$ cat src/rtl/mhp_tx_framer.sv
// MHP transmit framer: cuts a task payload from a FWFT FIFO into MHP packets, one header per segment.
// Build macro MHP_TX_PINGPONG_EN: header bit 0 toggles after every fully sent segment (default: constant 0).
module mhp_tx_framer #(
    parameter int DATA_WIDTH   = 8,
    parameter int MAX_SEG_LOG2 = 8
) (
    input  logic                  i_clk,
    input  logic                  i_rst,
    input  logic                  i_start,
    input  logic [15:0]           i_task_len,
    input  logic [7:0]            i_task_number,
    input  logic [23:0]           i_cfg,
    output logic                  o_busy,
    output logic                  o_done,
    output logic                  o_err,
    output logic                  o_underrun,
    input  logic [DATA_WIDTH-1:0] i_pl_data,
    input  logic                  i_pl_empty,
    output logic                  o_pl_rd,
    output logic [63:0]           o_mhp_tx_header,
    output logic                  o_mhp_tx_valid,
    output logic [DATA_WIDTH-1:0] o_mhp_tx_data,
    input  logic                  i_mhp_tx_data_ack,
    input  logic                  i_mhp_tx_busy,
    input  logic                  i_mhp_header_sent
);
    localparam logic [10:0] SEG_BYTES = 11'(1 << MAX_SEG_LOG2);
    localparam logic [16:0] SEG_ROUND = 17'((1 << MAX_SEG_LOG2) - 1);

    typedef enum logic [2:0] {IDLE, CHECK, WAIT_READY, HEADER, PAYLOAD, GAP} state_t;

    state_t      state_q;
    logic [15:0] len_q;
    logic [7:0]  task_q;
    logic [23:0] cfg_q;
    logic [7:0]  nseg_q;
    logic [7:0]  seg_idx_q;
    logic [10:0] last_size_q;
    logic [10:0] cnt_q;
    logic        gap_q;
    logic        busy_q;
    logic        done_q;
    logic        err_q;
    logic        underrun_q;
    logic        valid_q;
    logic [63:0] header_q;

    logic [16:0] nseg_d;
    logic [10:0] last_size_d;
    logic [10:0] first_size_d;
    logic [7:0]  next_idx_d;
    logic [10:0] next_size_d;
    logic [10:0] cnt_d;
    logic        pop_d;
    logic        seg_last_d;
    logic        pp_bit;

    function automatic logic [63:0] make_header(input logic [23:0] cfg, input logic [7:0] nseg,
                                                input logic [7:0] idx, input logic [7:0] task_num,
                                                input logic [10:0] size, input logic pp);
        return {cfg, nseg, idx, task_num, size, 4'b0000, pp};
    endfunction

    // Segment count in 17 bits so a 16-bit length plus rounding cannot wrap.
    assign nseg_d       = ({1'b0, len_q} + SEG_ROUND) >> MAX_SEG_LOG2;
    assign last_size_d  = (len_q[MAX_SEG_LOG2-1:0] == '0) ? SEG_BYTES : 11'(len_q[MAX_SEG_LOG2-1:0]);
    assign first_size_d = (nseg_d == 17'd1) ? last_size_d : SEG_BYTES;
    assign next_idx_d   = seg_idx_q + 8'd1;
    assign next_size_d  = (next_idx_d == nseg_q - 8'd1) ? last_size_q : SEG_BYTES;
    assign cnt_d        = cnt_q + 11'd1;
    assign pop_d        = (state_q == PAYLOAD) && i_mhp_tx_data_ack && !i_pl_empty;
    assign seg_last_d   = pop_d && (cnt_d == header_q[15:5]);

    // NOTE: the pop must be combinational so the FWFT head advances in the same cycle the byte is acked.
    assign o_pl_rd         = pop_d && !i_rst;
    assign o_mhp_tx_data   = i_pl_data;
    assign o_busy          = busy_q;
    assign o_done          = done_q;
    assign o_err           = err_q;
    assign o_underrun      = underrun_q;
    assign o_mhp_tx_valid  = valid_q;
    assign o_mhp_tx_header = header_q;

`ifdef MHP_TX_PINGPONG_EN
    logic pp_q;
    assign pp_bit = pp_q;

    always_ff @(posedge i_clk) begin
        if (i_rst) begin
            pp_q <= 1'b0;
        end else if (seg_last_d) begin
            pp_q <= ~pp_q;
        end
    end
`else
    assign pp_bit = 1'b0;
`endif

    // NOTE: sequential state uses non-blocking assignments only, so every register sees pre-edge values.
    always_ff @(posedge i_clk) begin
        if (i_rst) begin
            state_q     <= IDLE;
            len_q       <= '0;
            task_q      <= '0;
            cfg_q       <= '0;
            nseg_q      <= '0;
            seg_idx_q   <= '0;
            last_size_q <= '0;
            cnt_q       <= '0;
            gap_q       <= 1'b0;
            busy_q      <= 1'b0;
            done_q      <= 1'b0;
            err_q       <= 1'b0;
            underrun_q  <= 1'b0;
            valid_q     <= 1'b0;
            header_q    <= '0;
        end else begin
            done_q     <= 1'b0;
            err_q      <= 1'b0;
            underrun_q <= 1'b0;
            case (state_q)
                IDLE: begin
                    if (i_start) begin
                        len_q   <= i_task_len;
                        task_q  <= i_task_number;
                        cfg_q   <= i_cfg;
                        busy_q  <= 1'b1;
                        state_q <= CHECK;
                    end
                end
                CHECK: begin
                    if (len_q == 16'd0 || nseg_d > 17'd255) begin
                        err_q   <= 1'b1;
                        busy_q  <= 1'b0;
                        state_q <= IDLE;
                    end else begin
                        nseg_q      <= nseg_d[7:0];
                        last_size_q <= last_size_d;
                        seg_idx_q   <= 8'd0;
                        header_q    <= make_header(cfg_q, nseg_d[7:0], 8'd0, task_q, first_size_d, pp_bit);
                        state_q     <= WAIT_READY;
                    end
                end
                WAIT_READY: begin
                    if (!i_mhp_tx_busy && !i_pl_empty) begin
                        valid_q <= 1'b1;
                        state_q <= HEADER;
                    end
                end
                HEADER: begin
                    if (i_mhp_header_sent) begin
                        cnt_q   <= 11'd0;
                        state_q <= PAYLOAD;
                    end
                end
                PAYLOAD: begin
                    if (i_mhp_tx_data_ack && i_pl_empty) begin
                        underrun_q <= 1'b1;
                        valid_q    <= 1'b0;
                        busy_q     <= 1'b0;
                        state_q    <= IDLE;
                    end else if (pop_d) begin
                        cnt_q <= cnt_d;
                        if (seg_last_d) begin
                            valid_q <= 1'b0;
                            gap_q   <= 1'b0;
                            state_q <= GAP;
                        end
                    end
                end
                GAP: begin
                    if (!gap_q) begin
                        gap_q <= 1'b1;
                    end else if (next_idx_d == nseg_q) begin
                        done_q  <= 1'b1;
                        busy_q  <= 1'b0;
                        state_q <= IDLE;
                    end else begin
                        seg_idx_q <= next_idx_d;
                        header_q  <= make_header(cfg_q, nseg_q, next_idx_d, task_q, next_size_d, pp_bit);
                        state_q   <= WAIT_READY;
                    end
                end
                default: state_q <= IDLE;
            endcase
        end
    end
endmodule

$ cat config.mk
export PLATFORM = sky130hd
export DESIGN_NAME = mhp_tx_framer
export DESIGN_NICKNAME = d
export VERILOG_FILES = /design/src/rtl/mhp_tx_framer.sv
export SDC_FILE = /design/constraint.sdc
export NUM_CORES = 1
export LEC_CHECK = 0
export CAP_MARGIN = 15
export CORE_MARGIN = 4
export CORE_UTILIZATION = 40
export DETAILED_ROUTE_END_ITERATION = 16
export DONT_BUFFER_PORTS = 1
export PLACE_DENSITY_LB_ADDON = 0.12
export SLEW_MARGIN = 20
export SYNTH_ARGS = -nofsm -noshare
export SYNTH_HDL_FRONTEND = slang
export SYNTH_SLANG_ARGS = --single-unit
$ cat constraint.sdc
create_clock -name i_clk -period 2.8 [get_ports i_clk]
set_input_delay 0.42 -clock i_clk [delete_from_list [all_inputs] [get_ports i_clk]]
set_output_delay 0.42 -clock i_clk [all_outputs]
set_load 0.05 [all_outputs]
Word-level counts from Yosys, hierarchy flattened
Index checks and enable logic that the tools add are counted.
- flip-flop bits (word level): 159
- output and inout bits: 78
- logic and storage cells: 118
- $lt $le $gt $ge: 1
- muxes and demuxes: 41
- bitwise operators: 5
- $add $sub $neg: 4
- equality and inequality tests: 23
- reduce and logical (&&, ||, !) cells: 29
- operator list (kind ; count):
    two-way mux 64 bit ; 3
    case mux 64 bit (2 select lines) ; 1
    two-way mux 11 bit ; 4
    two-way mux 8 bit ; 3
    != test 2 bit, second input constant ; 11
    case mux 11 bit (2 select lines) ; 1
    two-way mux 3 bit ; 7
    two-way mux 9 bit ; 2
    case mux 3 bit (6 select lines) ; 1
    adder 16 x 8 -> 17 bit, second input constant ; 1
    equality test 8 bit ; 2
    logical NOT 16 bit ; 1
    case mux 8 bit (2 select lines) ; 1
    AND reduction 4 bit ; 4
    two-way mux 1 bit ; 13
    AND reduction 6 bit ; 2
    adder 11 x 1 -> 11 bit, second input constant ; 1
    equality test 11 bit ; 1
    equality test 9 x 1 -> 1 bit, second input constant ; 1
    > comparator 9 x 8 -> 1 bit, second input constant ; 1
    adder 8 x 1 -> 8 bit, second input constant ; 1
    logical NOT 8 bit ; 1
    nonzero test 2 bit ; 4
    subtractor 8 x 1 -> 8 bit, second input constant ; 1
    other kinds (17) ; 35

Logic depth before layout (Yosys ltp)
Gate-level depths: netlist of run 1.
- depth after elaboration: 8
- depth in mapped cells: 10
- gate-level depth less buffers: 8

Worst setup path before layout of run 1
Ideal clock, no wire load.
- kind: register to register
- from: register seg_idx_q[1]
- to: register header_q[34], in the netlist o_mhp_tx_header[34]
- slack: 0.094 ns
- buffers on the path: 2
- cell stages (with the launch flop): 10
- data required time: 2.668 ns
- clock period less this slack: 2.706 ns
- library setup time: 0.132 ns
- arrival: 2.573 ns
- cells stage by stage: dfxtp_1 > ha_1 > nand3_1 > xnor2_2 > nand3_1 > o31a_1 > buf_2 > buf_6 > o221ai_1 > a21oi_1
- cells in the longest elaborated chain, start to end: 4
- ends and longest elaborated chain (element ; line ; text):
    start, declared ; 37 ; logic [7:0] seg_idx_q;
    start signal, assigned ; 179 ; seg_idx_q <= next_idx_d;
    adder 8 x 1 -> 8 bit ; 68 ; assign next_idx_d = seg_idx_q + 8'd1;
    equality test 8 bit ; 174 ; end else if (next_idx_d == nseg_q) begin
    != test 2 bit (no line) ; - ;
    AND reduction 4 bit (no line) ; - ;
    end signal, assigned ; 140 ; header_q <= make_header(cfg_q, nseg_d[7:0], 8'd0, task_q, first_size_d, pp_bit);
    end signal, assigned ; 180 ; header_q <= make_header(cfg_q, nseg_q, next_idx_d, task_q, next_size_d, pp_bit);
    end, declared ; 46 ; logic [63:0] header_q;
No other way between the ends.
A chain may end at the register's enable or synchronous reset.

Final worst setup path of run 1
- from: register seg_idx_q[0]
- to: register seg_idx_q[3]
- cells in the longest elaborated chain, start to end: 4
- ends and longest elaborated chain (element ; line):
    adder 8 x 1 -> 8 bit * ; 68
    equality test 8 bit / two-way mux 8 bit (equally long branches) ; 174
    != test 2 bit (no line) / two-way mux 8 bit (equally long branches) ; -
    AND reduction 4 bit (no line) / case mux 8 bit (2 select lines) (equally long branches) ; -
Every way passes the cells marked *; elsewhere a longest branch is shown, timed or not. The select of a mux whose other input is x is not followed.

==> results.sh, run 1 <==
export IMPL_die_area_um2=19400
export IMPL_grt_pass1_vias=5725
export IMPL_max_freq_ghz=0.388
export IMPL_synth_ff_type="dfxtp_1"
export IMPL_synth_seq_cells=142
export IMPL_crit_path_end_kind="flop"
export IMPL_synth_edff_count=0
export IMPL_area_growth_syn_to_layout_pct=10.0
export IMPL_numCtsBuffers=17
export IMPL_slew_violations=0
export IMPL_period_share=0.920
export IMPL_cts_tree="yes"
export IMPL_yosys_warnings=0
export IMPL_post_route_min_period_ns=2.58
export IMPL_coreArea_um2=16800
export IMPL_io_pins=141
export IMPL_grt_pass1_wl_um=30100
export IMPL_clkLatencyLatePin_ns=0.42
export IMPL_arrival_ns=2.88
export IMPL_viasPerCell=5.63
export IMPL_first_pass_iters=5
export IMPL_gp_congestion=0.834
export IMPL_drt_wl_total_um=18500
export IMPL_drc=0
export IMPL_async_reset_ff_frac=0
export IMPL_slew_headroom=0.499
export IMPL_clk_pin_slew_worst_paths_ns=0.06
export IMPL_antenna_found_initial=0
export IMPL_worst_pin_slew_ns=0.747
export IMPL_ant_nets=0
export IMPL_critical_path_peak_fanout=30
export IMPL_final_setup_skew_ns=0.0188
export IMPL_cts_sinks=142
export IMPL_rows=47
export IMPL_first_iter_violations=476
export IMPL_cts_repair_resized=0
export IMPL_hold_slack_ns=0.0704
export IMPL_tns_ns=0
export IMPL_hold_class="primary input to flop"
export IMPL_n_antenna_cell=0
export IMPL_htree_num_levels=4
export IMPL_syn_cell_area_um2=6900
export IMPL_finalHoldViolCount=0
export IMPL_utilization=0.453
export IMPL_vias=5987
export IMPL_startpoint="seg_idx_q[0]$_SDFFE_PP0P_"
export IMPL_r2r_start="seg_idx_q[0]$_SDFFE_PP0P_"
export IMPL_outcome="finished clean"
export IMPL_layout_nets=896
export IMPL_clockBufferDepth=2
export IMPL_cts_hold_buffers_added=0
export IMPL_rsz0062_at_grt="false"
export IMPL_wire_per_inst_um=17.4
export IMPL_chipHeight_um=139
export IMPL_drive_above_1_share=0.0973
export IMPL_grt_max_degree=138
export IMPL_finalSetupViolCount=0
export IMPL_cp_start_kind="flop"
export IMPL_ir_drop_uv=538
export IMPL_start_util=0.412
export IMPL_cp_required_ns=3.11
export IMPL_place_port_buffers=0
export IMPL_criticalPathCategory="flop to flop"
export IMPL_fill_cells=1704
export IMPL_yosys_cell_types_count=73
export IMPL_maxCapViolCount=0
export IMPL_cts_root_buf="clkbuf_16"
export IMPL_grt_usage=0.188
export IMPL_die_x_um=139
export IMPL_post_cts_buffers=0
export IMPL_power_density_nw_per_um2=1030
export IMPL_seq_area_frac_synth=0.412
export IMPL_leakagePower_nw=2.62
export IMPL_synth_cells=858
export IMPL_avgSynthCellArea_um2=8.05
export IMPL_holdCritStartpoint="i_rst"
export IMPL_grt_overflow=0
export IMPL_place_hpwl_um=12600
## power breakdown
group	switching [mW]	total [mW]	internal, mW
combinational	1.49	2.40	0.917
clock	0.847	2.29	1.45
sequential	0.744	3.10	2.36
## final cells by class
class | instances | area [um^2] | share of cell area
clock buffer | 22 | 464 | 0.0611
clock inverter | 10 | 138 | 0.0181
inverter | 12 | 45.0 | 0.00593
multi-input combinational | 626 | 3570 | 0.470
sequential | 142 | 2840 | 0.374
tap | 220 | 275 | 0.0362
timing repair buffer | 31 | 258 | 0.0339
## routing by layer
layer  track usage  routed length (um)  vias up
met5             0                   0        -
met4        0.0587                 234        0
met1         0.242                8440     2849
met2         0.301                8660      150
li1              -                   -     2969
met3        0.0600                1180       19
## synthesized netlist by cell type (all sizes together), types with 2 or more instances
master,count,area share
a2111oi,3,0.0065
a211o,3,0.0038
a211oi,6,0.0065
a21o,2,0.0022
a21oi,117,0.085
a22oi,3,0.0033
a311oi,9,0.011
a31oi,6,0.0054
a32o,4,0.0058
and2,3,0.0027
and3,10,0.0092
buf,36,0.040
clkbuf,48,0.030
dfxtp,142,0.41
ha,3,0.0054
inv,12,0.0065
nand2,151,0.082
nand2b,5,0.0049
nand3,54,0.039
nand3b,5,0.0054
nand4,12,0.011
nor2,41,0.022
nor3,26,0.022
nor3b,4,0.0044
nor4,9,0.012
nor4b,2,0.0047
o2111ai,2,0.0025
o211ai,5,0.0054
o21a,2,0.0022
o21ai,58,0.044
o221ai,8,0.010
o22ai,3,0.0027
o31ai,3,0.0047
o32ai,2,0.0025
or3,6,0.0054
or4,5,0.0060
xnor2,18,0.024
xnor3,3,0.010
xor2,11,0.014
## final timing paths
check,end,slack [ns],cells after the start
max,seg_idx_q[3]$_SDFFE_PP0P_,0.22,8
max reg2reg,seg_idx_q[3]$_SDFFE_PP0P_,0.22,8
min,state_q[1]$_SDFFE_PP0P_,0.07,1
min reg2reg,cfg_q[0]$_SDFFE_PP0P_,0.45,2
## per-stage QoR
| step | std cells | total power [mW] | cell area [um^2] | setup WS, ns |
|---|---|---|---|---|
| after floorplan | 864 | 5.04 | 6930 | 0.0942 |
| after global placement | 1031 | 5.51 | 6990 | 0.220 |
| after detailed placement | 1031 | 5.56 | 6990 | 0.237 |
| after CTS | 1063 | 7.87 | 7590 | 0.213 |
| after global routing | 1063 | 8.26 | 7590 | 0.0490 |
| final | 1063 | 7.80 | 7590 | 0.223 |
## layout by cell type (no fill, tap or decap), types with 7 or more instances in the layout
cell,count
and3_1,9
inv_1,12
xnor2_1,17
nor2_1,41
o21ai_0,43
dfxtp_1,142
o221ai_1,8
nand2_1,150
a21oi_1,117
nand3_1,54
nand4_1,12
xor2_1,11
nor3_1,22
a311oi_1,9
buf_4,29
o21ai_1,14
clkbuf_16,17
conb_1,7
## sequential cells by signal, summed over array words and instances (netlist names), 3 cells and up
name,flops
o_mhp_tx_header,50
cfg_q,24
len_q,16
cnt_q,11
last_size_q,9
nseg_q,8
task_q,8
seg_idx_q,7
state_q,3
## worst max-delay path: stages, from the launching register on
cell and delay (ns):
dfxtp_1 0.34, ha_1 0.27, nand3_1 0.26, o21a_1 0.26, o22ai_1 0.37, o31a_2 0.25, buf_4 0.31, o22ai_1 0.13
a32o_1 0.27
## cell families after synthesis
| kind of cell | count (synthesis) | synth area share |
|---|---|---|
| XOR/XNOR | 33 | 0.0517 |
| other | 1 | 0.000543 |
| adder cells (fa/ha/maj) | 4 | 0.00689 |
| AND/OR/NAND/NOR | 339 | 0.239 |
| buffers and inverters | 96 | 0.0765 |
| multiplexers | 1 | 0.00163 |
| flip-flops | 142 | 0.412 |
| AO/OA/AOI/OAI | 242 | 0.212 |
Note: power is estimated with default switching activity, not from simulation.
==> run 2, diff against run 1 <==
--- a/config.mk
+++ b/config.mk
@@ -5,12 +5,14 @@
 export SDC_FILE = /design/constraint.sdc
 export NUM_CORES = 1
 export LEC_CHECK = 0
+export ABC_CLOCK_PERIOD_IN_PS = 2800
 export CAP_MARGIN = 15
 export CORE_MARGIN = 4
 export CORE_UTILIZATION = 40
 export DETAILED_ROUTE_END_ITERATION = 16
 export DONT_BUFFER_PORTS = 1
 export PLACE_DENSITY_LB_ADDON = 0.12
+export RECOVER_POWER = 50
 export SLEW_MARGIN = 20
 export SYNTH_ARGS = -nofsm -noshare
 export SYNTH_HDL_FRONTEND = slang
==> results.sh, run 2 (synthesis results as in run 1) <==
export IMPL_layout_common_cells="nand2_1 (150), dfxtp_1 (142), a21oi_1 (117), nand3_1 (54), o21ai_0 (43)"
export IMPL_place_ws_ns=0.237
export IMPL_slew_headroom=0.324
export IMPL_viasPerCell=5.64
export IMPL_hold_slack_ns=0.0665
export IMPL_numCtsBuffers=17
export IMPL_rows=47
export IMPL_drt_wl_total_um=18500
export IMPL_cts_hold_buffers_added=0
export IMPL_finalSetupViolCount=0
export IMPL_rrSetupSlack_ns=0.23
export IMPL_power_frac_comb=0.306
export IMPL_r2r_end="o_mhp_tx_header[10]$_SDFFE_PP0P_"
export IMPL_final_setup_skew_ns=0.0175
export IMPL_place_hpwl_um=12600
export IMPL_p_int_mw=4.70
export IMPL_cts_tree="yes"
export IMPL_critPathMaxStageDelay_ns=0.59
export IMPL_coreArea_um2=16800
export IMPL_leakagePower_nw=2.58
export IMPL_worst_pin_slew_ns=1.01
export IMPL_switching_share=0.395
export IMPL_worstHoldEndpoint="state_q[2]$_SDFFE_PP0P_"
export IMPL_r2r_start="nseg_q[3]$_SDFFE_PP0P_"
export IMPL_period_share=0.917
export IMPL_slew_violations=0
export IMPL_post_cts_buffers=0
export IMPL_maxCapViolCount=0
export IMPL_drc=0
export IMPL_drive_above_1_share=0.0854
export IMPL_grt_pass1_vias=5725
export IMPL_grt_usage=0.188
export IMPL_critical_path_peak_fanout=9
export IMPL_path_cells="or4_4, nor2_1, xor3_1, a2111oi_4, nand4_1, a311oi_1"
export IMPL_first_iter_violations=483
export IMPL_place_port_buffers=0
export IMPL_chipHeight_um=139
export IMPL_start_util=0.412
export IMPL_io_pins=141
export IMPL_grt_max_degree=138
export IMPL_min_path_cells=1
export IMPL_crit_path_end_kind="flop"
export IMPL_ir_drop_uv=539
export IMPL_total_power_mw=7.77
export IMPL_post_route_min_period_ns=2.57
export IMPL_r2r_cells=6
export IMPL_n_antenna_cell=0
export IMPL_max_freq_ghz=0.390
export IMPL_tns_ns=0
export IMPL_cp_required_ns=3.12
export IMPL_slowest_stage="or4_4"
export IMPL_htree_num_levels=4
export IMPL_met1_usage=0.242
export IMPL_met2_usage=0.301
export IMPL_crit_family="simple AND/OR/NAND/NOR gates"
export IMPL_arrival_ns=2.89
export IMPL_cts_repair_resized=0
export IMPL_die_area_um2=19400
export IMPL_met3_usage=0.0600
export IMPL_gp_congestion=0.834
export IMPL_vias=5994
export IMPL_startpoint="nseg_q[3]$_SDFFE_PP0P_"
export IMPL_clockBufferDepth=2
export IMPL_antenna_found_initial=0
export IMPL_clkPwrFrac=0.295
export IMPL_power_density_nw_per_um2=1030
export IMPL_sequentialPowerShare=0.399
export IMPL_cts_sinks=142
export IMPL_area_growth_syn_to_layout_pct=9.43
export IMPL_setup_slack_ns=0.233
export IMPL_hold_class="primary input to flop"
export IMPL_clkLatencyLatePin_ns=0.42
export IMPL_ant_nets=0
export IMPL_finalHoldViolCount=0
export IMPL_layout_commonest_cell="nand2_1"
export IMPL_grt_overflow=0
export IMPL_layout_nets=896
export IMPL_first_pass_iters=5
export IMPL_wire_per_inst_um=17.4
export IMPL_outcome="finished clean"
export IMPL_criticalPathCategory="flop to flop"
export IMPL_grt_pass1_wl_um=30100
export IMPL_timing_critical_path_buf_inv=0
export IMPL_largest_reg_flops=50
export IMPL_grt_busiest_layer="met2"
export IMPL_clk_pin_slew_worst_paths_ns=0.06
export IMPL_cts_root_buf="clkbuf_16"
export IMPL_cp_start_kind="flop"
export IMPL_die_x_um=139
export IMPL_holdCritStartpoint="i_rst"
export IMPL_rsz0062_at_grt="false"
export IMPL_switching_power_mw=3.07
## run 2: cell types whose count changed in the layout (fill, tap and decap cells not counted)
cell and change:
buf_4 -11, clkbuf_1 +10, clkbuf_2 +1
## run 2: final cells by class
| class | count | area [um^2] |
|---|---|---|
| Sequential cell | 142 | 2840 |
| Tap cell | 220 | 275 |
| Clock buffer | 22 | 464 |
| Fill cell | 1705 | 9210 |
| Clock inverter | 10 | 138 |
| Inverter | 12 | 45.0 |
| Multi-Input combinational cell | 626 | 3570 |
| Timing Repair Buffer | 31 | 218 |
## run 2: worst max path at each step
| stage | cells after the start | to | slack [ns] |
|---|---|---|---|
| 3_3_place_gp | 6 | o_mhp_tx_header[10]$_SDFFE_PP0P_ | 0.22 |
| 2_1_floorplan | 9 | o_mhp_tx_header[34]$_SDFFE_PP0P_ | 0.09 |
| 6_report | 6 | o_mhp_tx_header[10]$_SDFFE_PP0P_ | 0.23 |
| 3_5_place_dp | 6 | o_mhp_tx_header[10]$_SDFFE_PP0P_ | 0.24 |
| 4_1_cts | 4 | o_pl_rd | 0.21 |
| 5_1_grt | 7 | o_mhp_tx_header[6]$_SDFFE_PP0P_ | 0.05 |
## run 2: per-stage QoR
step	cell area, um^2	util	cells
final	7550	0.451	1063
after global routing	7550	0.451	1063
after CTS	7590	0.453	1063
after detailed placement	6990	0.417	1031
after global placement	6990	0.417	1031
after floorplan	6930	-	864
## run 2: power by group through the flow
stage	clock, mW	combinational, mW	sequential, mW
floorplan	0	1.98	3.06
global placement	0	2.38	3.13
detailed placement	0	2.41	3.15
CTS	2.35	2.42	3.10
global route	2.44	2.64	3.16
finish	2.29	2.38	3.10
## run 2: routing by layer
metal	up-vias	wire, um
met4	0	231
met2	175	8630
li1	2970	-
met1	2829	8270
met5	-	0
met3	20	1330
